$ cat config.mk
export PLATFORM = sky130hd
export DESIGN_NAME = mc_ctrl_datapath_core
export DESIGN_NICKNAME = d
export VERILOG_FILES = /design/src/rtl/mc_ctrl_datapath_core_pkg.sv /design/src/rtl/mc_ctrl_datapath_core_alu32.sv /design/src/rtl/mc_ctrl_datapath_core.sv
export SDC_FILE = /design/constraint.sdc
export NUM_CORES = 1
export LEC_CHECK = 0
export BUFFER_PORTS_ARGS = -buffer_cell sky130_fd_sc_hd__buf_2
export CORE_ASPECT_RATIO = 0.8
export CORE_MARGIN = 2
export CORE_UTILIZATION = 54
export DETAILED_ROUTE_END_ITERATION = 10
export PLACE_DENSITY = 0.8
export SETUP_SLACK_MARGIN = 0.5
export SYNTH_ARGS = -nofsm -noshare
export SYNTH_HDL_FRONTEND = slang
export SYNTH_SLANG_ARGS = --single-unit
$ cat constraint.sdc
create_clock -name clk -period 3.95 [get_ports clk]
set_input_delay 0.1975 -clock clk [delete_from_list [all_inputs] [get_ports clk]]
set_output_delay 0.1975 -clock clk [all_outputs]
set_load 0.005 [all_outputs]
$ cat src/rtl/mc_ctrl_datapath_core_pkg.sv
// Shared definitions for the multicycle MIPS control core: FSM states, opcodes,
// function codes, ALU operation codes, ALU-control classes and the control word.
package mc_ctrl_datapath_core_pkg;

  typedef enum logic [3:0] {
    S_FETCH  = 4'd0,
    S_DECODE = 4'd1,
    S_MEMADR = 4'd2,
    S_MEMRD  = 4'd3,
    S_MEMWB  = 4'd4,
    S_MEMWR  = 4'd5,
    S_EXEC   = 4'd6,
    S_RWB    = 4'd7,
    S_BEQ    = 4'd8,
    S_JUMP   = 4'd9,
    S_ADDIEX = 4'd10,
    S_ADDIWB = 4'd11
  } state_t;

  localparam logic [5:0] OP_RTYPE = 6'b000000;
  localparam logic [5:0] OP_J     = 6'b000010;
  localparam logic [5:0] OP_BEQ   = 6'b000100;
  localparam logic [5:0] OP_ADDI  = 6'b001000;
  localparam logic [5:0] OP_LW    = 6'b100011;
  localparam logic [5:0] OP_SW    = 6'b101011;

  localparam logic [5:0] FUNC_ADD = 6'b100000;
  localparam logic [5:0] FUNC_SUB = 6'b100010;
  localparam logic [5:0] FUNC_AND = 6'b100100;
  localparam logic [5:0] FUNC_OR  = 6'b100101;
  localparam logic [5:0] FUNC_XOR = 6'b100110;
  localparam logic [5:0] FUNC_NOR = 6'b100111;
  localparam logic [5:0] FUNC_SLT = 6'b101010;
  localparam logic [5:0] FUNC_SRL = 6'b000010;

  typedef enum logic [2:0] {
    ALU_AND = 3'b000,
    ALU_OR  = 3'b001,
    ALU_ADD = 3'b010,
    ALU_XOR = 3'b011,
    ALU_NOR = 3'b100,
    ALU_SRL = 3'b101,
    ALU_SUB = 3'b110,
    ALU_SLT = 3'b111
  } alu_oper_t;

  localparam logic [1:0] ALUOP_ADD  = 2'b00;
  localparam logic [1:0] ALUOP_SUB  = 2'b01;
  localparam logic [1:0] ALUOP_FUNC = 2'b10;

  typedef struct packed {
    logic       pc_res;
    logic       pc_w;
    logic       pc_wc;
    logic [1:0] pc_src;
    logic       mem_r;
    logic       mem_w;
    logic       ireg_w;
    logic       regdst;
    logic       reg_w;
    logic       memtoreg;
    logic       alu_srca;
    logic [1:0] alu_srcb;
    logic [1:0] alu_op;
  } ctrl_t;

endpackage

$ cat src/rtl/mc_ctrl_datapath_core_alu32.sv
// mc_alu32: combinational 32-bit ALU (AND/OR/ADD/XOR/NOR/SRL/SUB/SLT), zero latency.
// Backpressure: none; result, zero and overflow follow the operands in the same cycle.
module mc_alu32
  import mc_ctrl_datapath_core_pkg::*;
#(
  parameter int WIDTH = 32
) (
  input  logic [WIDTH-1:0] a,
  input  logic [WIDTH-1:0] b,
  input  alu_oper_t        oper,
  output logic [WIDTH-1:0] result,
  output logic             zero,
  output logic             overflow
);

  logic [WIDTH-1:0] sum;
  logic [WIDTH-1:0] diff;
  logic             ovf_add;
  logic             ovf_sub;

  assign sum  = a + b;
  assign diff = a - b;

  // Signed overflow: operand signs vs result sign.
  assign ovf_add = (a[WIDTH-1] == b[WIDTH-1]) && (sum[WIDTH-1]  != a[WIDTH-1]);
  assign ovf_sub = (a[WIDTH-1] != b[WIDTH-1]) && (diff[WIDTH-1] != a[WIDTH-1]);

  always_comb begin
    result   = '0;
    overflow = 1'b0;
    case (oper)
      ALU_AND: result = a & b;
      ALU_OR:  result = a | b;
      ALU_ADD: begin
        result   = sum;
        overflow = ovf_add;
      end
      ALU_XOR: result = a ^ b;
      ALU_NOR: result = ~(a | b);
      ALU_SRL: result = b >> 1;
      ALU_SUB: begin
        result   = diff;
        overflow = ovf_sub;
      end
      ALU_SLT: result = {{(WIDTH-1){1'b0}}, diff[WIDTH-1] ^ ovf_sub};
      default: result = '0;
    endcase
  end

  assign zero = (result == '0);

endmodule

$ cat src/rtl/mc_ctrl_datapath_core.sv
// Multicycle MIPS control core: Moore FSM, ALU-control decode and 32-bit ALU; outputs decode from state.
// Backpressure: none; one state per clock, enables forced low while reset is high.
module mc_ctrl_datapath_core
  import mc_ctrl_datapath_core_pkg::*;
#(
  parameter int WIDTH = 32
) (
  input  logic             clk,
  input  logic             reset,
  input  logic [5:0]       op,
  input  logic [5:0]       func,
  input  logic [WIDTH-1:0] alu_a_in,
  input  logic [WIDTH-1:0] alu_b_in,
  output logic             pc_res,
  output logic             pc_w,
  output logic             pc_wc,
  output logic [1:0]       pc_src,
  output logic             mem_r,
  output logic             mem_w,
  output logic             ireg_w,
  output logic             regdst,
  output logic             reg_w,
  output logic             memtoreg,
  output logic             alu_srca,
  output logic [1:0]       alu_srcb,
  output logic [1:0]       alu_op,
  output logic [3:0]       state,
  output logic [2:0]       alu_oper,
  output logic [WIDTH-1:0] alu_result_out,
  output logic             alu_zero_out,
  output logic             alu_overflow_out
);

  state_t    state_q;
  state_t    state_d;
  ctrl_t     ctrl;
  alu_oper_t oper_dec;

  always_ff @(posedge clk) begin
    if (reset) state_q <= S_FETCH;
    else       state_q <= state_d;
  end

  always_comb begin
    state_d = S_FETCH;
    case (state_q)
      S_FETCH:  state_d = S_DECODE;
      S_DECODE: begin
        case (op)
          OP_LW, OP_SW: state_d = S_MEMADR;
          OP_RTYPE:     state_d = S_EXEC;
          OP_BEQ:       state_d = S_BEQ;
          OP_J:         state_d = S_JUMP;
          OP_ADDI:      state_d = S_ADDIEX;
          default:      state_d = S_FETCH;
        endcase
      end
      S_MEMADR: state_d = (op == OP_SW) ? S_MEMWR : S_MEMRD;
      S_MEMRD:  state_d = S_MEMWB;
      S_EXEC:   state_d = S_RWB;
      S_ADDIEX: state_d = S_ADDIWB;
      default:  state_d = S_FETCH;
    endcase
  end

  always_comb begin
    ctrl = '0;
    case (state_q)
      S_FETCH: begin
        ctrl.mem_r    = 1'b1;
        ctrl.ireg_w   = 1'b1;
        ctrl.pc_w     = 1'b1;
        ctrl.alu_srcb = 2'b01;
      end
      S_DECODE: ctrl.alu_srcb = 2'b11;
      S_MEMADR: begin
        ctrl.alu_srca = 1'b1;
        ctrl.alu_srcb = 2'b10;
      end
      S_MEMRD: begin
        ctrl.mem_r  = 1'b1;
        ctrl.pc_res = 1'b1;
      end
      S_MEMWB: begin
        ctrl.reg_w    = 1'b1;
        ctrl.memtoreg = 1'b1;
      end
      S_MEMWR: begin
        ctrl.mem_w  = 1'b1;
        ctrl.pc_res = 1'b1;
      end
      S_EXEC: begin
        ctrl.alu_srca = 1'b1;
        ctrl.alu_op   = ALUOP_FUNC;
      end
      S_RWB: begin
        ctrl.reg_w  = 1'b1;
        ctrl.regdst = 1'b1;
      end
      S_BEQ: begin
        ctrl.alu_srca = 1'b1;
        ctrl.alu_op   = ALUOP_SUB;
        ctrl.pc_wc    = 1'b1;
        ctrl.pc_src   = 2'b01;
      end
      S_JUMP: begin
        ctrl.pc_w   = 1'b1;
        ctrl.pc_src = 2'b10;
      end
      S_ADDIEX: begin
        ctrl.alu_srca = 1'b1;
        ctrl.alu_srcb = 2'b10;
      end
      S_ADDIWB: ctrl.reg_w = 1'b1;
      default: ctrl = '0;
    endcase
    // Keep architectural state untouched during reset regardless of current state.
    if (reset) begin
      ctrl.pc_w   = 1'b0;
      ctrl.pc_wc  = 1'b0;
      ctrl.mem_r  = 1'b0;
      ctrl.mem_w  = 1'b0;
      ctrl.ireg_w = 1'b0;
      ctrl.reg_w  = 1'b0;
    end
  end

  always_comb begin
    oper_dec = ALU_ADD;
    case (ctrl.alu_op)
      ALUOP_SUB:  oper_dec = ALU_SUB;
      ALUOP_FUNC: begin
        case (func)
          FUNC_ADD: oper_dec = ALU_ADD;
          FUNC_SUB: oper_dec = ALU_SUB;
          FUNC_AND: oper_dec = ALU_AND;
          FUNC_OR:  oper_dec = ALU_OR;
          FUNC_XOR: oper_dec = ALU_XOR;
          FUNC_NOR: oper_dec = ALU_NOR;
          FUNC_SLT: oper_dec = ALU_SLT;
          FUNC_SRL: oper_dec = ALU_SRL;
          default:  oper_dec = ALU_ADD;
        endcase
      end
      default: oper_dec = ALU_ADD;
    endcase
  end

  mc_alu32 #(.WIDTH(WIDTH)) u_alu (
    .a        (alu_a_in),
    .b        (alu_b_in),
    .oper     (oper_dec),
    .result   (alu_result_out),
    .zero     (alu_zero_out),
    .overflow (alu_overflow_out)
  );

  assign pc_res   = ctrl.pc_res;
  assign pc_w     = ctrl.pc_w;
  assign pc_wc    = ctrl.pc_wc;
  assign pc_src   = ctrl.pc_src;
  assign mem_r    = ctrl.mem_r;
  assign mem_w    = ctrl.mem_w;
  assign ireg_w   = ctrl.ireg_w;
  assign regdst   = ctrl.regdst;
  assign reg_w    = ctrl.reg_w;
  assign memtoreg = ctrl.memtoreg;
  assign alu_srca = ctrl.alu_srca;
  assign alu_srcb = ctrl.alu_srcb;
  assign alu_op   = ctrl.alu_op;
  assign state    = state_q;
  assign alu_oper = oper_dec;

endmodule

==> results of run 1 <==
[what timing repair did]
item                       4_1_cts
resized for setup              112
pin swaps                       38
setup buffers                   24
setup endpoints to repair       30
[through the flow]
step                hold slack (ns)  util [%]  setup TNS [ns]  instance area (µm²)  worst slack [ns]
floorplan                     0.407         -               0                 7250             0.137
global placement              0.482      76.9          -0.498                 9960            -0.385
detailed placement            0.495      76.9          -0.777                 9960            -0.520
CTS                           0.255      82.8          -0.400                10700            -0.400
[metal layers]
layer / GRT overflow / GRT usage, %
met5: 0 / 20.4
met4: 7 / 64.0
met1: 0 / 73.3
met2: 6 / 92.1
met3: 2 / 61.5
[Yosys cell counts (7+ instances only)]
cell type / instances / area share (%)
ha_1: 107 / 18
nor2_1: 105 / 5.4
inv_1: 101 / 5.2
a21oi_1: 93 / 6.4
nand2_1: 72 / 3.7
o21ai_0: 52 / 3.6
nor3_1: 42 / 2.9
clkbuf_1: 30 / 1.6
a31oi_1: 22 / 1.9
o211ai_1: 22 / 2.3
nand2b_1: 20 / 1.7
xnor2_1: 20 / 2.4
a21o_1: 19 / 2.0
buf_2: 18 / 1.2
nand3_1: 16 / 1.1
a221oi_1: 15 / 1.8
and3_1: 14 / 1.2
o22ai_1: 14 / 1.2
a211oi_1: 13 / 1.3
nand4_1: 13 / 1.1
nor2b_1: 13 / 1.1
o21bai_1: 12 / 1.2
or3_1: 11 / 0.95
and2_1: 10 / 0.86
nor4_1: 10 / 0.86
o31ai_1: 9 / 0.93
buf_6: 7 / 1.1
o21a_1: 7 / 0.73
[logic make-up after synthesis]
kind of cell,count (synthesis)
AO/OA/AOI/OAI,385
XOR/XNOR,25
buffers and inverters,170
AND/OR/NAND/NOR,371
multiplexers,5
flip-flops,4
adder cells (fa/ha/maj),112
==> summary.txt, run 1 <==
Status
  • Status: aborted with a tool error
  • Stopping stage: global routing (5_1_grt)
  • Stop err: [ERROR GRT-0232] Routing congestion too high. Check the congestion heatmap in the GUI.

Synthesis
  • Largest family of logic cells by synthesized area: compound AO/OA/AOI/OAI gates
  • Post-synthesis register bit count: 4
  • Mux contribution to synthesized area: 0.708%
  • Ys flop type: dfxtp_1
  • Average size of a mapped cell: 6.76 µm²
  • Synth Area in Adders: 19.6%
  • Post-Synth Simple-Gate Area: 26.8%
  • Sequential area share after synthesis: 1.11%
  • Synth warn: 0
  • Post-Synth XOR/XNOR Area: 3.02%
  • Post-synth EDFFs: 0
  • Cells after Synth: 1072
  • Synth Area in Compound Gates: 37.9%
  • Net Count, Synth: 1260
  • Synth Cell Area: 7240 µm²
  • Async set-or-reset flop fraction in the synthesized netlist: 0%
  • Post-synthesis cell type count: 103

Floorplanning
  • Die Width: 133 µm
  • Starting Density: 55.9%
  • FP Rows: 37
  • Die height: 108 µm
  • I/O pin cnt: 135

Placement
  • Post-DP HPWL: 28200 µm
  • Placed insts: 1607
  • GPL Wtd Cong: 1.13
  • PortBufs: 134

Clock tree
  • H-tree levels: 1
  • CTS max path bufs: 2
  • TritonCTS Sinks: 4
  • Clk root buf: clkbuf_16
  • Cts hold-fix bufs: 0
  • TritonCTS Buffers: 3

STA
  • Worst End Pin Type: output port
  • Worst endpoint, post-GRT repair: alu_zero_out

GRT
  • Pin count of the biggest net entering global routing: 16
  • GRT overflow: 15
  • Tot GR Track Use: 73.3%
==> inputs of run 2 (changes only) <==
--- a/config.mk
+++ b/config.mk
@@ -6,12 +6,10 @@
 export NUM_CORES = 1
 export LEC_CHECK = 0
 export BUFFER_PORTS_ARGS = -buffer_cell sky130_fd_sc_hd__buf_2
-export CORE_ASPECT_RATIO = 0.8
 export CORE_MARGIN = 2
-export CORE_UTILIZATION = 54
+export CORE_UTILIZATION = 40
 export DETAILED_ROUTE_END_ITERATION = 10
-export PLACE_DENSITY = 0.8
-export SETUP_SLACK_MARGIN = 0.5
+export PLACE_DENSITY_LB_ADDON = 0.15
 export SYNTH_ARGS = -nofsm -noshare
 export SYNTH_HDL_FRONTEND = slang
 export SYNTH_SLANG_ARGS = --single-unit
==> constraint.sdc (replaced) <==
create_clock -name clk -period 5.1 [get_ports clk]
set_input_delay 0.255 -clock clk [delete_from_list [all_inputs] [get_ports clk]]
set_output_delay 0.255 -clock clk [all_outputs]
set_load 0.005 [all_outputs]
==> run 2 against run 1 <==
Against the previous run:
- the flow now finishes without violations
- synthesized area stayed put
- synthesized cell count did not move
==> summary.txt, run 2 <==
Placement
  • PortBufs: 134 (unchanged)
  • Post-DP HPWL: 24900 µm (-12%)
  • Dpl ws: -0.0461 ns (+0.474 ns)
  • GPL Wtd Cong: 1.02 (-10%)
  • Placed insts: 1433 (-11%)

Routing
  • Antenna-violating nets left: 0
  • WL/cell: 21.6 µm
  • DR pass1 iterations: 7
  • DR vias: 9007
  • Drt via density: 6.26
  • Routed WL: 31000 µm
  • DRC: 0
  • Iteration-0 DRC Markers: 1113

Setup path
  • Worst-path cell chain: buf_2, inv_1, ha_1, or2_1, or3_1, a31oi_1, o31ai_1, o211ai_1, a311o_1, a21oi_1, nor2_1, nor2_1, fa_1, mux2i_1, a221oi_1, nor4_1, o2111ai_1, nor4_2, nand4_1, nor4_2, buf_2
  • Depth of the most critical reg-to-reg path: 5
  • CP max stage delay: 0.39 ns
  • R2R Path Start: state[0]
  • Arr. time, crit path: 4.64 ns
  • Worst setup startpoint: alu_a_in[13]
  • Crit path launch type: primary input
  • CP Max Fanout: 4
  • Slowest-stage cell, CP: o211ai_1
  • Crit. End Element: primary output
  • Worst setup path class: in2out
  • Worst Path Required: 4.85 ns

Flow run
  • Number of max-cap violations: 0

Cells and area
  • NumNets Final: 1400
  • Number of flip-flops under the largest register name: 4
  • Most frequent cells in the layout: buf_2, ha_1, nor2_1, inv_1, a21oi_1
  • Layout cells sized above 1: 22.3%
  • Core Util, Final: 47.4%
  • Post-route insts no fill: 1439
  • Commonest non-fill, non-tap cell in the layout: buf_2
  • # fillers: 1898
  • Antenna diodes: 0
  • Area added between synthesis and finish: 16.7%

Clock tree
  • CTS max path bufs: 2 (unchanged)
  • Clock latency on the worst-skew pair: 0.22 ns
  • Clk slew on worst S/H paths: 0.03 ns
  • TritonCTS Buffers: 3 (unchanged)
  • CTS tree: built
  • TritonCTS Sinks: 4 (unchanged)
  • Cts hold-fix bufs: 0 (unchanged)
  • H-tree levels: 1 (unchanged)
  • Clk root buf: clkbuf_16

Floorplanning
  • I/O pin cnt: 135 (unchanged)
  • Die ar.: 19200 µm²
  • Die Width: 139 µm (+3.8%)
  • Starting Density: 40.6% (-15 points)
  • Die height: 139 µm (+29%)
  • FP Rows: 49 (+32%)
  • CORE AREA: 17800 µm²

STA
  • Tcrit/Tclk final: 96.0%
  • Relative slew margins: 16.1%
  • Max-slew violation count: 0
  • Worst Tran Pin Value: 1.25 ns
  • Fmax: 204 MHz
  • Worst hold margin: 0.326 ns
  • Slack of the critical path: 0.206 ns
  • Clock Skew: 0.00118 ns
  • Final Hold Fails: 0
  • Tmin final: 4.89 ns
  • Final setup violation count: 0

Synthesis
  • Post-synth EDFFs: 0 (unchanged)
  • Top cells by area, synth: ha_1, a21oi_1, nor2_1
  • Cells after Synth: 1072 (unchanged)
  • Leading area contributor after synthesis: ha_1
  • Sequential area share after synthesis: 1.11% (unchanged)
  • Async set-or-reset flop fraction in the synthesized netlist: 0% (unchanged)
  • Post-synthesis register bit count: 4 (unchanged)
  • Top-count cell post-synth: ha_1
  • Synth Cell Area: 7240 µm² (unchanged)
  • Average size of a mapped cell: 6.76 µm² (unchanged)
  • Commonest cells in the netlist: ha_1, nor2_1, inv_1, a21oi_1, nand2_1
  • Share of the synthesized area in the top cell type: 18.5% (unchanged)
  • Post-synthesis cell type count: 103 (unchanged)
  • Ys flop type: dfxtp_1
  • Net Count, Synth: 1260 (unchanged)
  • Synth warn: 0 (unchanged)

Hold path
  • Worst Hold Depth: 2
  • Hold crit path type: in2reg
  • Hold Path Origin: reset

GRT
  • Tot GR Track Use: 30.6%
  • Pin count of the biggest net entering global routing: 22
  • Global-route wire length before repair: 47700 µm
  • Initial antenna violation count: 0
  • Number of global-route vias before repair: 8330
  • GRT overflow: 0

Power
  • Pwr Density: 120 nW/µm²
  • Leak: 3.97 nW
  • Max VDD drop: 0.120 mV

Status
  • Status: finished, final reports clean
==> run 2: cell counts after synthesis <==
No cell type changed its count.
==> run 2: path summary, 6_finish.rpt <==
path	end	slack, ns
setup reg to reg	state[0]	3.48
hold / removal	state[2]	0.33
hold reg to reg	state[3]	0.74
setup / recovery	alu_zero_out	0.21
==> run 2: through the flow <==
step / setup TNS [ns] / power [W] / area [µm²]
floorplan: 0 / 0.000566 / 7240
global placement: 0 / 0.000867 / 8300
detailed placement: -0.0461 / 0.000857 / 8300
CTS: 0 / 0.000985 / 8380
global route: -0.0175 / 0.00109 / 8450
finish: 0 / 0.00101 / 8450
==> run 2: worst max-delay path: cells and delay by family <==
| family | cells | cell delay [ns] |
|---|---|---|
| buffers and inverters | 3 | 0.30 |
| AOI/OAI and AO/OA | 7 | 1.41 |
| adders and majority gates | 2 | 0.64 |
| muxes | 1 | 0.13 |
| and+or+nand+nor | 8 | 1.89 |
==> run 2: logic make-up after synthesis <==
logic type	Yosys count	share of synthesized area, %
buffers and inverters	170	11.0
AOI/OAI and AO/OA	385	37.9
muxes	5	0.708
xor gates and xnor gates	25	3.02
DFF	4	1.11
adders and majority gates	112	19.6
and+or+nand+nor	371	26.8
==> run 2: what timing repair did <==
item                       4_1_cts  5_1_grt
setup endpoints to repair        1        1
buffers inserted                 0        3
gates resized for setup          1       12
pin swaps                        0        7
==> run 2: per-layer routing <==
| metal | vias to the layer above | GRT usage (%) | share of wire [%] |
|---|---|---|---|
| met4 | 0 | 7.89 | 2.7 |
| li1 | 4214 | - | - |
| met2 | 550 | 49.7 | 45 |
| met5 | - | 0 | 0 |
| met1 | 4177 | 43.5 | 43 |
| met3 | 66 | 3.04 | 9.4 |
==> run 2: report_power, final <==
| part | leakage (nW) | switching, W | internal, W |
|---|---|---|---|
| combinational | 3.90 | 0.000518 | 0.000341 |
| sequential | 0.0331 | 0.000000883 | 0.0000324 |
| clock | 0.0370 | 0.0000209 | 0.000100 |
| total | 3.97 | 0.000540 | 0.000474 |
==> run 2: cell type report <==
| cell class | instances | area, µm² | area share [%] |
|---|---|---|---|
| inverter | 101 | 379 | 4.49 |
| sequential | 4 | 81.3 | 0.962 |
| timing repair buffer | 204 | 1200 | 14.2 |
| tap | 229 | 287 | 3.39 |
| clock buffer | 3 | 75.1 | 0.888 |
| multi-input combinational | 898 | 6430 | 76.1 |
Power figures use the tool's default switching activity.
==> inputs of run 3 (changes only) <==
--- a/config.mk
+++ b/config.mk
@@ -7,7 +7,7 @@
 export LEC_CHECK = 0
 export BUFFER_PORTS_ARGS = -buffer_cell sky130_fd_sc_hd__buf_2
 export CORE_MARGIN = 2
-export CORE_UTILIZATION = 40
+export CORE_UTILIZATION = 59
 export DETAILED_ROUTE_END_ITERATION = 10
 export PLACE_DENSITY_LB_ADDON = 0.15
 export SYNTH_ARGS = -nofsm -noshare
==> run 3 against run 2 <==
Against the previous run:
- fmax shrank 0.96%
- count of clock-buffer cells in the layout is the same
- power shrank 0.52%
- first-iteration DRC count grew 27%
- critical path depth shrank 4
- global-route usage grew 12 points
- design area shrank 2.9%
- sequential power is essentially flat
- register-to-register slack lost 0.02 ns
- via count grew 4.5%
- final cell count shrank 6.6%
- setup slack lost 0.047 ns
- critical endpoint unchanged
==> summary.txt, run 3 (synthesis results as in run 2) <==
Status
  • Status: finished, final reports clean

Setup path
  • Register-to-register setup slack: 3.46 ns (-0.02 ns)
  • Crit path launch type: flip-flop
  • Worst setup startpoint: state[3]
  • Arr. time, crit path: 4.69 ns (+0.05 ns)
  • R2R Path End: state[0]
  • Worst Path Required: 4.85 ns (about the same)
  • Critical Path End: alu_zero_out
  • R2R Path Start: state[0]
  • Depth of the most critical reg-to-reg path: 5 (unchanged)
  • Worst setup path class: reg2out
  • Crit. End Element: primary output
  • CP Max Fanout: 9 (+5)

GRT
  • Global-route wire length before repair: 45000 µm (-5.6%)
  • Initial antenna violation count: 1 (+1)
  • Tot GR Track Use: 42.8% (+12 points)
  • GRT overflow: 0 (unchanged)
  • Pin count of the biggest net entering global routing: 21 (-4.5%)
  • Number of global-route vias before repair: 8507 (+2.1%)

Floorplanning
  • FP Rows: 40 (-18%)
  • CORE AREA: 12000 µm² (-33%)
  • Die ar.: 13200 µm² (-31%)
  • Die Width: 115 µm (-17%)
  • Die height: 115 µm (-17%)
  • I/O pin cnt: 135 (unchanged)
  • Starting Density: 60.3% (+20 points)

Hold path
  • Hold crit path type: in2reg

Clock tree
  • CTS tree: built
  • CTS max path bufs: 2 (unchanged)
  • Clk slew on worst S/H paths: 0.03 ns (about the same)
  • H-tree levels: 1 (unchanged)
  • Clk root buf: clkbuf_16
  • TritonCTS Sinks: 4 (unchanged)
  • Clock latency on the worst-skew pair: 0.23 ns (about the same)
  • TritonCTS Buffers: 3 (unchanged)

Routing
  • DRC: 0 (unchanged)
  • Drt via density: 7.01 (+12%)
  • Antenna-violating nets left: 0 (unchanged)
  • DR vias: 9416 (+4.5%)
  • Routed WL: 29500 µm (-5.0%)
  • WL/cell: 21.9 µm (+1.7%)
  • Iteration-0 DRC Markers: 1410 (+27%)
  • DR pass1 iterations: 8 (+1)

STA
  • RSZ-0062 raised after global routing: no
  • Max-slew violation count: 0 (unchanged)
  • Worst Tran Pin Value: 1.12 ns (-0.130 ns)
  • Setup TNS: 0 ns (unchanged)
  • Tmin final: 4.94 ns (+0.0475 ns)
  • Clock Skew: 0.000122 ns (-0.00105 ns)
  • Relative slew margins: 24.9% (+8.7 points)
  • Tcrit/Tclk final: 96.9% (+0.93 points)
  • Fmax: 202 MHz (-0.96%)
  • Final setup violation count: 0 (unchanged)
  • Final Hold Fails: 0 (unchanged)
  • Worst hold margin: 0.315 ns (-0.0111 ns)

Cells and area
  • Layout cells sized above 1: 20.9% (-1.4 points)
  • Most frequent cells in the layout: buf_2, ha_1, nor2_1, inv_1, a21oi_1
  • Commonest non-fill, non-tap cell in the layout: buf_2
  • NumNets Final: 1386 (-1.0%)
  • Number of flip-flops under the largest register name: 4 (unchanged)
  • Area added between synthesis and finish: 13.2%

Placement
  • GPL Wtd Cong: 1.09 (+7.1%)
  • PortBufs: 134 (unchanged)
  • Post-DP HPWL: 23200 µm (-6.9%)

Power
  • Max VDD drop: 0.243 mV (+100%)
  • Pwr Density: 123 nW/µm² (+2.5%)
  • Leak: 3.89 nW (-1.9%)

Flow run
  • Number of max-cap violations: 0 (unchanged)
[run 3: cell types whose count changed in the layout (fill, tap and decap cells not counted), sizes merged]
cell   previous run  this run
buf             204       190
diode             0         1
[run 3: worst max-delay path: stages (launching register included)]
cell and delay (ns):
dfxtp_1 0.41, nand2b_1 0.14, or3_1 0.40, inv_1 0.13, ha_2 0.29, or2b_2 0.20
nor3_1 0.10, o21a_1 0.24, nand2_2 0.30, buf_4 0.28, o211ai_1 0.13, o32a_1 0.40
nor4_1 0.36, o2111ai_1 0.17, nor4_1 0.26, nand4_1 0.26, nor4_2 0.24, buf_2 0.14
[run 3: cell type report]
cell class,count,area [µm²]
Antenna cell,1,2.50
Clock buffer,3,75.1
Fill cell,1137,3810
Inverter,101,379
Multi-Input combinational cell,898,6390
Sequential cell,4,81.3
Tap cell,147,184
Timing Repair Buffer,190,1090
[run 3: per-stage QoR]
stage	instances	area, µm²	worst slack (ns)	power [W]	utilization (%)
after floorplan	1072	7240	1.06	0.000566	-
after global placement	1339	8110	0.310	0.000840	67.5
after detailed placement	1339	8110	0.196	0.000841	67.5
after CTS	1342	8180	0.160	0.000970	68.1
after global routing	1343	8200	0.0134	0.00107	68.3
final	1344	8200	0.158	0.00101	68.3
[run 3: what timing repair did]
action                     CTS  global route
setup endpoints to repair    0             1
setup buffers                0             1
hold buffers                 0             0
resized for setup            0             4
[run 3: power breakdown]
group          total [W]  leakage, nW  internal [W]  switching, W
registers      0.0000335       0.0331     0.0000324    0.00000113
clock network   0.000123       0.0370      0.000100     0.0000232
logic           0.000851         3.82      0.000333      0.000519
[run 3: per-layer routing]
metal  vias up  GRT usage, %  share of wire (%)
met3       185          8.22                 14
met1      4235          56.4                 39
li1       4191             -                  -
met4         0          20.1                6.2
met5         -             0                  0
met2       805          67.4                 42
[run 3: worst min path at each step]
stage	startpoint	slack, ns	to	depth (start not counted)
final	reset	0.31	state[0]	2
after CTS	reset	0.31	state[0]	2
after global routing	reset	0.34	state[0]	2
after detailed placement	reset	0.55	state[0]	2
after floorplan	op[3]	0.46	state[0]	2
after global placement	reset	0.55	state[0]	2
